===== src/rtl/pc_fetch_redirect.sv =====
// IF-stage fetch unit: owns the PC, drives instruction memory over a single-outstanding
// req/ack handshake, applies ID-stage redirects/flushes and owns the IF/ID register.
// Optional build macro DELAY_SLOT_EN selects MIPS delay-slot semantics instead of squash.
module pc_fetch_redirect #(
    parameter int unsigned       ADDR_W   = 32,
    parameter int unsigned       DATA_W   = 32,
    parameter logic [ADDR_W-1:0] RESET_PC = '0
) (
    input  logic              clk,
    input  logic              rst,
    input  logic              stall,
    input  logic              is_branch,
    input  logic [ADDR_W-1:0] branch_address,
    input  logic              is_rst_IF_ID,
    output logic              imem_req,
    output logic [ADDR_W-1:0] imem_addr,
    input  logic              imem_ack,
    input  logic [DATA_W-1:0] imem_rdata,
    output logic [ADDR_W-1:0] pc_plus4_ID,
    output logic [DATA_W-1:0] inst_ID,
    output logic              valid_ID
);

    typedef enum logic [1:0] {
        IDLE  = 2'd0,
        FETCH = 2'd1,
        HOLD  = 2'd2,
        KILL  = 2'd3
    } state_t;

    state_t            state;
    logic [ADDR_W-1:0] pc;
    logic [DATA_W-1:0] hold_buf;

    logic              redir_c;
    logic [ADDR_W-1:0] target_c;
    logic [ADDR_W-1:0] pc_inc_c;
    logic [ADDR_W-1:0] pc_after_c;
    logic [ADDR_W-1:0] pc_kill_c;
    logic              deliver_c;
    logic              flush_c;
    logic [DATA_W-1:0] deliver_data_c;

    // Redirect only counts when the hazard unit is not stalling; targets are word aligned.
    assign redir_c   = is_branch & ~stall;
    assign target_c  = branch_address & ~ADDR_W'(3);
    assign pc_inc_c  = pc + ADDR_W'(4);
    assign pc_kill_c = redir_c ? target_c : pc;

`ifdef DELAY_SLOT_EN
    logic              redir_pend;
    logic [ADDR_W-1:0] redir_addr;

    // The delay slot is never flushed, so the flush request has no effect here.
    assign flush_c = is_rst_IF_ID & 1'b0;

    // Delivery happens regardless of redirects; the redirect only steers the next PC.
    always_comb begin
        deliver_c      = 1'b0;
        deliver_data_c = imem_rdata;
        pc_after_c     = pc_inc_c;
        if (redir_pend) begin
            pc_after_c = redir_addr;
        end else if (redir_c) begin
            pc_after_c = target_c;
        end
        case (state)
            FETCH: deliver_c = imem_ack & ~stall;
            HOLD: begin
                deliver_c      = ~stall;
                deliver_data_c = hold_buf;
            end
            default: deliver_c = 1'b0;
        endcase
    end
`else
    assign flush_c    = is_rst_IF_ID;
    assign pc_after_c = pc_inc_c;

    // A redirect squashes whatever word is arriving or held.
    always_comb begin
        deliver_c      = 1'b0;
        deliver_data_c = imem_rdata;
        case (state)
            FETCH: deliver_c = imem_ack & ~stall & ~is_branch;
            HOLD: begin
                deliver_c      = ~stall & ~is_branch;
                deliver_data_c = hold_buf;
            end
            default: deliver_c = 1'b0;
        endcase
    end
`endif

    always_ff @(posedge clk) begin
        if (rst) begin
            state       <= IDLE;
            pc          <= RESET_PC;
            imem_req    <= 1'b0;
            imem_addr   <= RESET_PC;
            hold_buf    <= '0;
            pc_plus4_ID <= '0;
            inst_ID     <= '0;
            valid_ID    <= 1'b0;
`ifdef DELAY_SLOT_EN
            redir_pend  <= 1'b0;
            redir_addr  <= '0;
`endif
        end else begin
            // IF/ID: stall holds, flush beats load, otherwise load or bubble.
            if (!stall) begin
                if (flush_c || !deliver_c) begin
                    valid_ID <= 1'b0;
                    inst_ID  <= '0;
                end else begin
                    pc_plus4_ID <= pc_inc_c;
                    inst_ID     <= deliver_data_c;
                    valid_ID    <= 1'b1;
                end
            end

            case (state)
                IDLE: begin
                    state     <= FETCH;
                    imem_req  <= 1'b1;
                    imem_addr <= pc;
                end
                FETCH: begin
                    if (deliver_c) begin
                        pc        <= pc_after_c;
                        imem_addr <= pc_after_c;
`ifdef DELAY_SLOT_EN
                        redir_pend <= 1'b0;
`endif
                    end else if (imem_ack && stall) begin
                        hold_buf <= imem_rdata;
                        imem_req <= 1'b0;
                        state    <= HOLD;
`ifdef DELAY_SLOT_EN
                    end else if (redir_c && !redir_pend) begin
                        redir_pend <= 1'b1;
                        redir_addr <= target_c;
                    end
`else
                    end else if (redir_c) begin
                        pc <= target_c;
                        if (imem_ack) begin
                            imem_addr <= target_c;
                        end else begin
                            state <= KILL;
                        end
                    end
`endif
                end
                HOLD: begin
                    if (deliver_c) begin
                        pc        <= pc_after_c;
                        imem_addr <= pc_after_c;
                        imem_req  <= 1'b1;
                        state     <= FETCH;
`ifdef DELAY_SLOT_EN
                        redir_pend <= 1'b0;
`endif
                    end else if (redir_c) begin
                        pc        <= target_c;
                        imem_addr <= target_c;
                        imem_req  <= 1'b1;
                        state     <= FETCH;
                    end
                end
                KILL: begin
                    // Stale request stays on the bus until memory answers; its data is dropped.
                    if (imem_ack) begin
                        pc        <= pc_kill_c;
                        imem_addr <= pc_kill_c;
                        state     <= FETCH;
                    end else if (redir_c) begin
                        pc <= target_c;
                    end
                end
                default: state <= IDLE;
            endcase
        end
    end

endmodule


===== config.mk =====
export PLATFORM = sky130hd
export DESIGN_NAME = pc_fetch_redirect
export DESIGN_NICKNAME = d
export VERILOG_FILES = /design/src/rtl/pc_fetch_redirect.sv
export SDC_FILE = /design/constraint.sdc
export NUM_CORES = 1
export LEC_CHECK = 0
export CORE_MARGIN = 3
export CORE_UTILIZATION = 52
export CTS_BUF_LIST = sky130_fd_sc_hd__clkbuf_16
export CTS_CLUSTER_DIAMETER = 30
export CTS_CLUSTER_SIZE = 12
export DETAILED_ROUTE_END_ITERATION = 8
export GPL_TIMING_DRIVEN = 1
export PLACE_DENSITY = 0.82
export SYNTH_ARGS = -nofsm -noshare
export SYNTH_HDL_FRONTEND = slang
export SYNTH_SLANG_ARGS = --single-unit
export TNS_END_PERCENT = 1

===== constraint.sdc =====
create_clock -name clk -period 4.5 [get_ports clk]
set_input_delay 0.9 -clock clk [delete_from_list [all_inputs] [get_ports clk]]
set_output_delay 0.9 -clock clk [all_outputs]
set_load 0.02 [all_outputs]

### Word-level counts from Yosys, hierarchy flattened

Index checks and enable logic that the tools add are counted.

* add/subtract/negate cells: 1
* multipliers: 0
* div/mod/pow operators: 0
* $lt $le $gt $ge: 0
* eq/ne operators: 12
* shifts and indexed selects: 0
* mux-type cells: 30
* bitwise gates (word level): 8
* reductions and logical operators: 12

Operators by type and width (number)
* $mux W32: 13
* $pmux W32 S4: 1
* $pmux W32 S3: 1
* $add A32 B3 Y32 const B: 1
* $ne A3 B3 Y1 const B: 6
* $mux W2: 7
* $reduce_and A5 Y1: 2
* $pmux W2 S4: 1
* $ne A2 B2 Y1 const B: 3
* $reduce_bool A3 Y1: 2
* $mux W1: 5
* $and A1 B1 Y1: 4
* $eq A2 B2 Y1 const B: 2
* $not A1 Y1: 4
* $reduce_and A2 Y1: 2
* $reduce_and A4 Y1: 1
* $pmux W1 S3: 1
* $reduce_and A3 Y1: 1
* $eq A2 B1 Y1 const B: 1
* $logic_not A2 Y1: 1
* $pmux W1 S2: 1
* $logic_and A1 B1 Y1: 1
* $logic_not A1 Y1: 1
* $logic_or A1 B1 Y1: 1

* bits in registers: 164
* latch bits: 0
* memory bits (writable): 0
* ROM bits: 0
* input port bits: 70
* output and inout bits: 98
* logic and storage cells: 71
* memories kept: 0

### Longest topological paths before layout

Gate-level depths: netlist of the first run.

* depth in word-level cells: 8
* gate-level depth with buffers: 11
* mapped depth without buffers: 8

### Worst setup path before layout of the first run

No wires, ideal clock.

* kind: input port to flip-flop
* start: input port stall
* end: register pc[26]
* setup time: 119 ps
* arrival time: 2568 ps
* required time: 4381 ps
* slack: 1814 ps
* stages on the path: 6
* buffers on the path: 2
* cells stage by stage: clkbuf_1 -> or2_2 -> nor4b_1 -> clkbuf_1 -> a21oi_1 -> o221a_2

* longest elaborated chain between the ends: 6
* elaborated cells between the ends (all ways): 14
* classes of those cells: eq/ne (1); mux (6); bitwise (5); reduce/logical (2)

Ends and longest elaborated chain
* from (decl): RTL line 11 `input logic stall,`
* $not A1 Y1 (no line)
* $and A1 B1 Y1, on equally long branches: RTL line 85, 45
* $and A1 B1 Y1 or $mux W32 (tied branches)
* $pmux W1 S2 or $mux W32 (tied branches)
* $mux W32, or another cell as far along: RTL line 156 `if (deliver_c) begin`
* $pmux W32 S3 or $reduce_and A2 Y1 (tied branches)
* to (signal assigned): RTL line 130 `pc <= pc_after_c;`
* to (signal assigned): RTL line 157 `pc <= pc_after_c;`
* to (signal assigned): RTL line 165 `pc <= target_c;`
* to (decl): RTL line 32 `logic [ADDR_W-1:0] pc;`

Several ways; a longest one is shown, not always the timed one. The select of a mux whose other input is x is not followed.
A chain may end at the register's enable or synchronous reset.

### Final worst setup path of the first run

* start: input port imem_ack
* end: register pc[26]

* longest elaborated chain between the ends: 5
* elaborated cells between the ends (all ways): 9
* classes of those cells: eq/ne (1); mux (4); bitwise (2); reduce/logical (2)

Ends and longest elaborated chain
* from (decl): RTL line 17 `input logic imem_ack,`
* $and A1 B1 Y1 (2 in a row): RTL line 85 `FETCH: deliver_c = imem_ack & ~stall & ~is_branch;`
* $pmux W1 S2: RTL line 84 `case (state)`
* $mux W32, or another cell as far along: RTL line 156
* $pmux W32 S3 or $reduce_and A2 Y1 (tied branches)

Several ways; a longest one is shown, not always the timed one.

==> results of run 1 <==
-- cells in the final DEF (no fill, tap or decap), types with 10 or more instances in the layout --
master	n
xnor2_1	15
a222oi_1	10
clkdlybuf4s50_1	164
mux2i_1	33
buf_4	21
a211oi_1	50
nor3_1	21
a21oi_1	102
xor2_1	11
o21ai_0	27
nand2_1	116
clkbuf_16	17
nor2_1	187
nand3_1	16
o22ai_1	11
a221oi_1	27
inv_1	11
dfxtp_1	164
-- worst max-delay path by stage --
stage,startpoint,end,slack (ps),cells after the start
after floorplan,stall,pc[26],1810,6
after global placement,imem_ack,pc[26],940,7
after detailed placement,imem_ack,pc[26],880,7
after CTS,imem_ack,pc[26],1320,7
after global routing,imem_ack,pc[23],1130,8
final,imem_ack,pc[26],1240,7
-- layout make-up --
cell class	instances	area [µm²]
clock inverter	15	189
tap	184	230
sequential	164	3280
multi-input combinational	729	4140
clock buffer	17	425
fill	1176	4480
timing repair buffer	185	1800
inverter	10	37.5
-- cells in the mapped netlist, drive strengths merged, types with 17 or more instances --
cell and number:
dfxtp 164, a21oi 102, clkbuf 71, mux2i 33
nand2 116, nand3 17, o21ai 28, a211oi 50
xnor2 17, nor2 188, nor3 22, a221oi 27
-- per-stage QoR --
stage | cells | total power, µW
after floorplan | 985 | 2340
after global placement | 1272 | 2720
after detailed placement | 1272 | 2740
after CTS | 1304 | 4240
after global routing | 1304 | 4410
final | 1304 | 4240
-- metal layers --
layer / global-route usage, % / wire (µm)
met1: 32.1 / 8700
met2: 43.3 / 10600
met3: 9.21 / 2210
met4: 11.9 / 744
met5: 0 / 0
-- cell families (layout without fill, tap and decap cells) --
logic type	after synthesis	after routing	synth area share, %
flip-flops	164	164	42.3
AO/OA/AOI/OAI	258	258	21.5
adder cells (fa/ha/maj)	5	5	0.806
AND/OR/NAND/NOR	402	402	22.7
XOR/XNOR	28	28	3.35
multiplexers	36	36	4.69
buffers and inverters	92	227	4.64
-- sequential cells by signal, indices dropped and copies added, names as in the netlist --
name,cells
hold_buf,32
imem_addr,32
imem_req,1
inst_ID,32
pc,32
pc_plus4_ID,32
state,2
valid_ID,1
-- report_power, final --
part | switching (µW) | internal (µW)
sequential | 113 | 1580
combinational | 591 | 435
clock | 594 | 923
total | 1300 | 2940
-- critical path, stage by stage --
cell and delay, ps:
clkdlybuf4s50_1 610, or2_1 180, and3_1 410, nand2b_1 420, nor2_1 670, nand2_1 110
o221a_2 260
==> results.json, run 1 <==
{
  "vias_per_cell": 5.92,
  "cts_made_buffers": 17,
  "min_period_ps": 3260,
  "grt_pass1_vias": 7097,
  "layout_setup_ws_ps": 1240,
  "drt_pass1_iterations": 5,
  "synth_cell_type_count": 58,
  "antenna_found_initial": 0,
  "ff2ff_setup_slack_ps": 1580,
  "vias": 7715,
  "clkTransAtPathRegs_ps": 60,
  "grt_max_degree": 66,
  "port_buffers": 165,
  "dpl.hpwl_mm": 15.0,
  "rr_startpoint": "pc[2]",
  "hold_ws_ps": 452,
  "die_h_um": 128,
  "cts_hold_buf": 0,
  "nets": 1182,
  "yosys_warnings": 0,
  "gp_congestion": 0.941,
  "power_density_nw_per_um2": 419,
  "r2r_end": "imem_addr[26]",
  "gr-total-overflow": 0,
  "peakVddDrop_v": 0.000303,
  "ys_seq_elements": 164,
  "grt_first_pass_wirelength_mm": 35.5,
  "post-place-ws_ps": 881,
  "fp.dieW_um": 128,
  "dpl_cell_area_um2": 9490,
  "tritoncts": "yes",
  "post_cts_resized": 0,
  "postCtsSetupRepairBufs": 0,
  "cp_data_required_time_ps": 4810,
  "slew_viol_final": 0,
  "path_max_fanout": 12,
  "clock-sinks": 164,
  "netlist.area_leader.share_pct": 42.3,
  "worstPathArrival_ps": 3570,
  "wirelength_mm": 22.2,
  "area_delta_synth_final_pct": 30.2,
  "fin_util_pct": 69.3,
  "syn_area_um2": 7760,
  "hold_depth": 2,
  "core_area_um2": 14600,
  "ioPinCount": 168,
  "finalHoldViolations": 0,
  "ant_nets": 0,
  "avgSynthCellArea_um2": 7.88,
  "rsz0062_at_grt": "false",
  "period_share_pct": 72.4,
  "synth_edf_count": 0,
  "setup_viol": 0,
  "worst_pin_slew_ps": 1060,
  "r2r_cells": 7,
  "layout-drive-gt1-share_pct": 6.34,
  "hp-start": "hold_buf[31]",
  "seq_area_frac_synth_pct": 42.3,
  "fmaxAchievable_mhz": 307,
  "htree_levels": 4,
  "slew_headroom_pct": 29.3,
  "grt_util_all_layers_pct": 26.7,
  "cts_root_buf": "clkbuf_16",
  "finalClockSkew_ps": 7.03,
  "netlist_instances": 985,
  "worstSetupStartpointType": "input port",
  "remaining_drc_errors": 0,
  "synth_ff_type": "dfxtp_1",
  "finalSetupTns_ps": 0,
  "drt_iter0_drc": 784,
  "worstSkewPairLatency_ps": 420,
  "initial_core_util_pct": 53.2,
  "cts_max_path_buffers": 2,
  "hold_end": "hold_buf[31]",
  "wire_per_inst_um": 17.1,
  "diodes": 0,
  "ys_top_cells_by_area": "dfxtp_1, nor2_1, a21oi_1, nand2_1, a211oi_1",
  "crit_type": "input port to register",
  "final_area_um2": 10100,
  "hp-class": "register to register",
  "p_leak_uw": 0.00346,
  "endpoint_kind": "register",
  "synthesis.nets": 1060,
  "drv_cap": 0,
  "status": "completed",
  "async_flop_share_pct": 0,
  "fp-row-count": 44,
  "yosys.area.top_type": "dfxtp_1",
  "fp.dieArea_um2": 16400
}
(Power assumes the default switching activity.)
==> inputs of run 2 (changes only) <==
CORE_UTILIZATION = 46   (was 52)
PLACE_DENSITY = 0.76   (was 0.82)
clock period = 2.7 ns   (was 4.5 ns; I/O delays follow)
==> run 2 against run 1 <==
- sequential share of layout area shrank 1.3 points
- critical endpoint is now imem_addr[20]
- critical path type is now register to register
- via count grew 2.4%
- core utilization is 4.2 points lower
==> results.json, run 2 (synthesis gave the netlist of run 1 again) <==
{
  "finalClockSkew_ps": 7.22,
  "status": "completed",
  "r2r_cells": 7,
  "vias": 7904,
  "final-seq-area_um2": 3280,
  "worstPathArrival_ps": 2790,
  "critPathLaunch": "pc[3]",
  "hp-start": "hold_buf[31]",
  "grt_max_degree": 49,
  "fp.dieArea_um2": 18500,
  "hold_end": "hold_buf[31]",
  "final_cell_mix": "nor2_1, dfxtp_1, clkdlybuf4s50_1",
  "fp.dieW_um": 136,
  "port_buffers": 165,
  "layout-drive-gt1-share_pct": 9.57,
  "rsz0062_at_grt": "false",
  "wirelength_mm": 23.2,
  "rr_startpoint": "pc[3]",
  "area_delta_synth_final_pct": 35.7,
  "wire_per_inst_um": 16.9,
  "p_leak_uw": 0.00369,
  "hp-class": "register to register",
  "slew_viol_final": 0,
  "fin_cells": 1376,
  "dp_cells": 1344,
  "vias_per_cell": 5.74,
  "grt_first_pass_wirelength_mm": 36.8,
  "drt_iter0_drc": 754,
  "remaining_drc_errors": 0,
  "endpoint_kind": "register",
  "fmaxAchievable_mhz": 402,
  "r2r_end": "imem_addr[20]",
  "antenna_found_initial": 1,
  "grt_pass1_vias": 7378,
  "postCtsSetupRepairBufs": 0,
  "ioPinCount": 168,
  "setup_viol": 0,
  "n_fill_cell": 1406,
  "grt_util_all_layers_pct": 24.9,
  "dpl.hpwl_mm": 16.2,
  "path_max_fanout": 6,
  "drv_cap": 0,
  "multi_input_area_um2": 4150,
  "slew_headroom_pct": 42.4,
  "worstSkewPairLatency_ps": 430,
  "gp_congestion": 0.956,
  "cts_root_buf": "clkbuf_16",
  "power_density_nw_per_um2": 674,
  "post_cts_resized": 0,
  "ant_nets": 0,
  "clock-sinks": 164,
  "crit_type": "register to register",
  "cp_data_required_time_ps": 3000,
  "worst_pin_slew_ps": 858,
  "clkTransAtPathRegs_ps": 70,
  "tritoncts": "yes",
  "peakVddDrop_v": 0.000435,
  "die_h_um": 136,
  "finalHoldViolations": 0,
  "finalSetupTns_ps": 0,
  "core_area_um2": 16200,
  "cts_made_buffers": 17,
  "ff2ff_setup_slack_ps": 210,
  "drt_pass1_iterations": 7,
  "htree_levels": 4,
  "layout_commonest_cell": "nor2_1",
  "worstSetupStartpointType": "register",
  "nets": 1222,
  "hold_depth": 2,
  "diodes": 0,
  "fp-row-count": 46,
  "fin_util_pct": 65.1,
  "cts_hold_buf": 0,
  "cts_max_path_buffers": 2,
  "gr-total-overflow": 0,
  "period_share_pct": 92.1,
  "initial_core_util_pct": 48.0,
  "min_period_ps": 2490
}
[run 2: per-layer routing]
metal / GRT usage (%) / wire [µm]
met4: 8.40 / 541
met2: 42.0 / 11100
met3: 8.73 / 2170
met5: 0 / 13
met1: 29.5 / 9380
[run 2: worst max path at each step]
stage	endpoint	slack, ps	depth (start not counted)
after global routing	imem_addr[20]	80	7
after floorplan	imem_addr[20]	250	8
after CTS	imem_addr[20]	180	7
final	imem_addr[20]	210	7
after global placement	imem_addr[3]	70	8
after detailed placement	imem_addr[29]	20	8
[run 2: power breakdown]
group | switching, µW | internal (µW)
clock | 998 | 1440
sequential | 171 | 2630
combinational | 1030 | 822
total | 2200 | 4900
[run 2: critical path: stages (launching register included)]
cell      delay [ps]
dfxtp_1          420
ha_1             220
nand3_2          100
or4_4            540
or3_1            440
xnor2_1          170
a222oi_1         340
a211oi_1         120
[run 2: per-stage QoR]
step	hold slack, ps	area [µm²]	total power, µW	worst slack (ps)
global route	471	10500	7410	75.7
finish	454	10500	7100	215
CTS	455	10500	7150	175
detailed placement	446	9930	4700	23.0
global placement	441	9930	4670	73.8
floorplan	436	7760	3890	254
[run 2: final cells by class]
cell class                      count  share of cell area, %
Sequential cell                   164                   31.2
Inverter                           10                  0.356
Multi-Input combinational cell    729                   39.4
Tap cell                          216                   2.57
Timing Repair Buffer              225                   20.9
Clock inverter                     15                   1.58
Clock buffer                       17                   4.04
==> inputs of run 3 (changes only) <==
ABC_CLOCK_PERIOD_IN_PS = 2700   (was unset)
SETUP_SLACK_MARGIN = 0.4   (was unset)
==> run 3 against run 2 <==
- register-to-register slack better by 160 ps
- sequential power about the same
- non-clock buffer count rose by 3
- clock power down 2%
- combinational power increased by 3%
- global-route usage rose by 0.42 points
- wire length is 1.9% higher
- first-iteration DRC count decreased by 18%
- power is 0.12% lower
- largest power group unchanged
==> results.json, run 3 (synthesis gave the netlist of run 1 again) <==
{
  "fp.dieArea_um2": 18500,
  "drt_pass1_iterations": 5,
  "vias": 7897,
  "final-seq-area_um2": 3300,
  "dpl.hpwl_mm": 16.4,
  "antenna_found_initial": 0,
  "layout_setup_ws_ps": 375,
  "die_h_um": 136,
  "layout_commonest_cell": "nor2_1",
  "vias_per_cell": 5.74,
  "slowest_delay_ps": 510,
  "ff2ff_setup_slack_ps": 370,
  "layout-drive-gt1-share_pct": 11.6,
  "fmaxAchievable_mhz": 430,
  "grt_pass1_vias": 7576,
  "tritoncts": "yes",
  "setup_viol": 0,
  "hold_depth": 2,
  "multi_input_area_um2": 4250,
  "cts_max_path_buffers": 2,
  "crit_type": "register to register",
  "gr-total-overflow": 0,
  "drv_cap": 0,
  "crit_slowest_cell": "or4_4",
  "r2r_end": "imem_addr[20]",
  "cp_data_required_time_ps": 2990,
  "peakVddDrop_v": 0.000459,
  "finalSetupTns_ps": 0,
  "fin_util_pct": 65.9,
  "rsz0062_at_grt": "true",
  "cts_made_buffers": 17,
  "fp.dieW_um": 136,
  "r2r_cells": 7,
  "core_area_um2": 16200,
  "min_period_ps": 2330,
  "clock-sinks": 164,
  "grt_first_pass_wirelength_mm": 37.7,
  "power_density_nw_per_um2": 665,
  "worstPathCellList": "ha_4, nand3_2, or4_4, or3_4, xnor2_1, a222oi_1, a211oi_1",
  "worst_pin_slew_ps": 578,
  "post-place-ws_ps": 0.116,
  "final_cell_mix": "nor2_1, clkdlybuf4s50_1, dfxtp_1",
  "status": "completed",
  "n_fill_cell": 1427,
  "drt_iter0_drc": 620,
  "hp-class": "register to register",
  "endpoint_kind": "register",
  "p_leak_uw": 0.00376,
  "initial_core_util_pct": 48.0,
  "worstSetupStartpointType": "register",
  "hold_ws_ps": 452,
  "finalClockSkew_ps": 10.0,
  "wire_per_inst_um": 17.2,
  "fp-row-count": 46,
  "diodes": 0,
  "grt_util_all_layers_pct": 25.3,
  "htree_levels": 4,
  "gp_congestion": 0.954,
  "wirelength_mm": 23.7,
  "remaining_drc_errors": 0,
  "cts_hold_buf": 0,
  "cts_root_buf": "clkbuf_16",
  "hold_end": "imem_addr[0]",
  "ant_nets": 0,
  "worstPathArrival_ps": 2620,
  "slew_viol_final": 0,
  "path_max_fanout": 3,
  "ioPinCount": 168,
  "grt_max_degree": 80,
  "finalHoldViolations": 0,
  "hp-start": "imem_addr[0]",
  "slew_headroom_pct": 61.1,
  "clkTransAtPathRegs_ps": 70,
  "port_buffers": 165,
  "worstSkewPairLatency_ps": 420,
  "period_share_pct": 86.1,
  "total_power_uw": 7090,
  "area_delta_synth_final_pct": 37.4,
  "nets": 1225,
  "rr_startpoint": "pc[2]"
}
run 3: cell count changes in the layout (fill, tap and decap cells not counted), sizes merged:
| cell | previous run | this run |
|---|---|---|
| buf | 61 | 64 |
| clkinv | 3 | 5 |
| inv | 15 | 12 |
| clkdlybuf4s50 | 164 | 163 |
| dlymetal6s2s | 0 | 1 |
| clkinvlp | 4 | 2 |
run 3: metal layers:
layer | share of wire [%] | global-route usage [%] | wire length (µm) | vias up
met2 | 48 | 42.0 | 11300 | 321
met3 | 9.4 | 8.36 | 2220 | 38
met1 | 41 | 31.0 | 9760 | 3703
met4 | 1.7 | 8.34 | 405 | 0
met5 | 0 | 0 | 0 | -
li1 | - | - | - | 3835
run 3: layout make-up:
| class | instances | share of cell area [%] |
|---|---|---|
| clock inverter | 12 | 1.35 |
| tap | 216 | 2.53 |
| inverter | 10 | 0.352 |
| clock buffer | 17 | 3.99 |
| sequential | 164 | 31.0 |
| multi-input combinational | 729 | 39.9 |
| timing repair buffer | 228 | 20.9 |
run 3: how the worst max path moves through the flow:
stage | start | endpoint | slack [ps]
6_report | pc[2] | imem_addr[20] | 370
5_1_grt | pc[3] | imem_addr[27] | 290
4_1_cts | stall | pc[23] | 360
3_5_place_dp | stall | pc[17] | 0.1
3_3_place_gp | stall | pc[23] | 70
2_1_floorplan | pc[2] | imem_addr[20] | 380
run 3: timing repair:
item                       4_1_cts  5_1_grt
setup endpoints to repair       16       66
pin swaps                        3        9
setup buffers                    2        3
resized for setup               12       20
run 3: power by group:
part	internal, µW	total [µW]	switching (µW)
sequential	2640	2800	164
clock	1430	2380	953
combinational	848	1910	1060
total	4910	7090	2180
run 3: through the flow:
step | cells | area (µm²)
3_3_place_gp | 1342 | 9940
4_1_cts | 1373 | 10600
6_report | 1376 | 10700
2_1_floorplan | 985 | 7780
3_5_place_dp | 1342 | 9940
5_1_grt | 1376 | 10700
run 3: critical path: cells and delay by family (launching register included):
kind / cells / cell delay, ps
AND/OR/NAND/NOR: 3 / 1000
AO/OA/AOI/OAI: 2 / 510
flip-flops: 1 / 360
XOR/XNOR: 1 / 180
adder cells (fa/ha/maj): 1 / 150
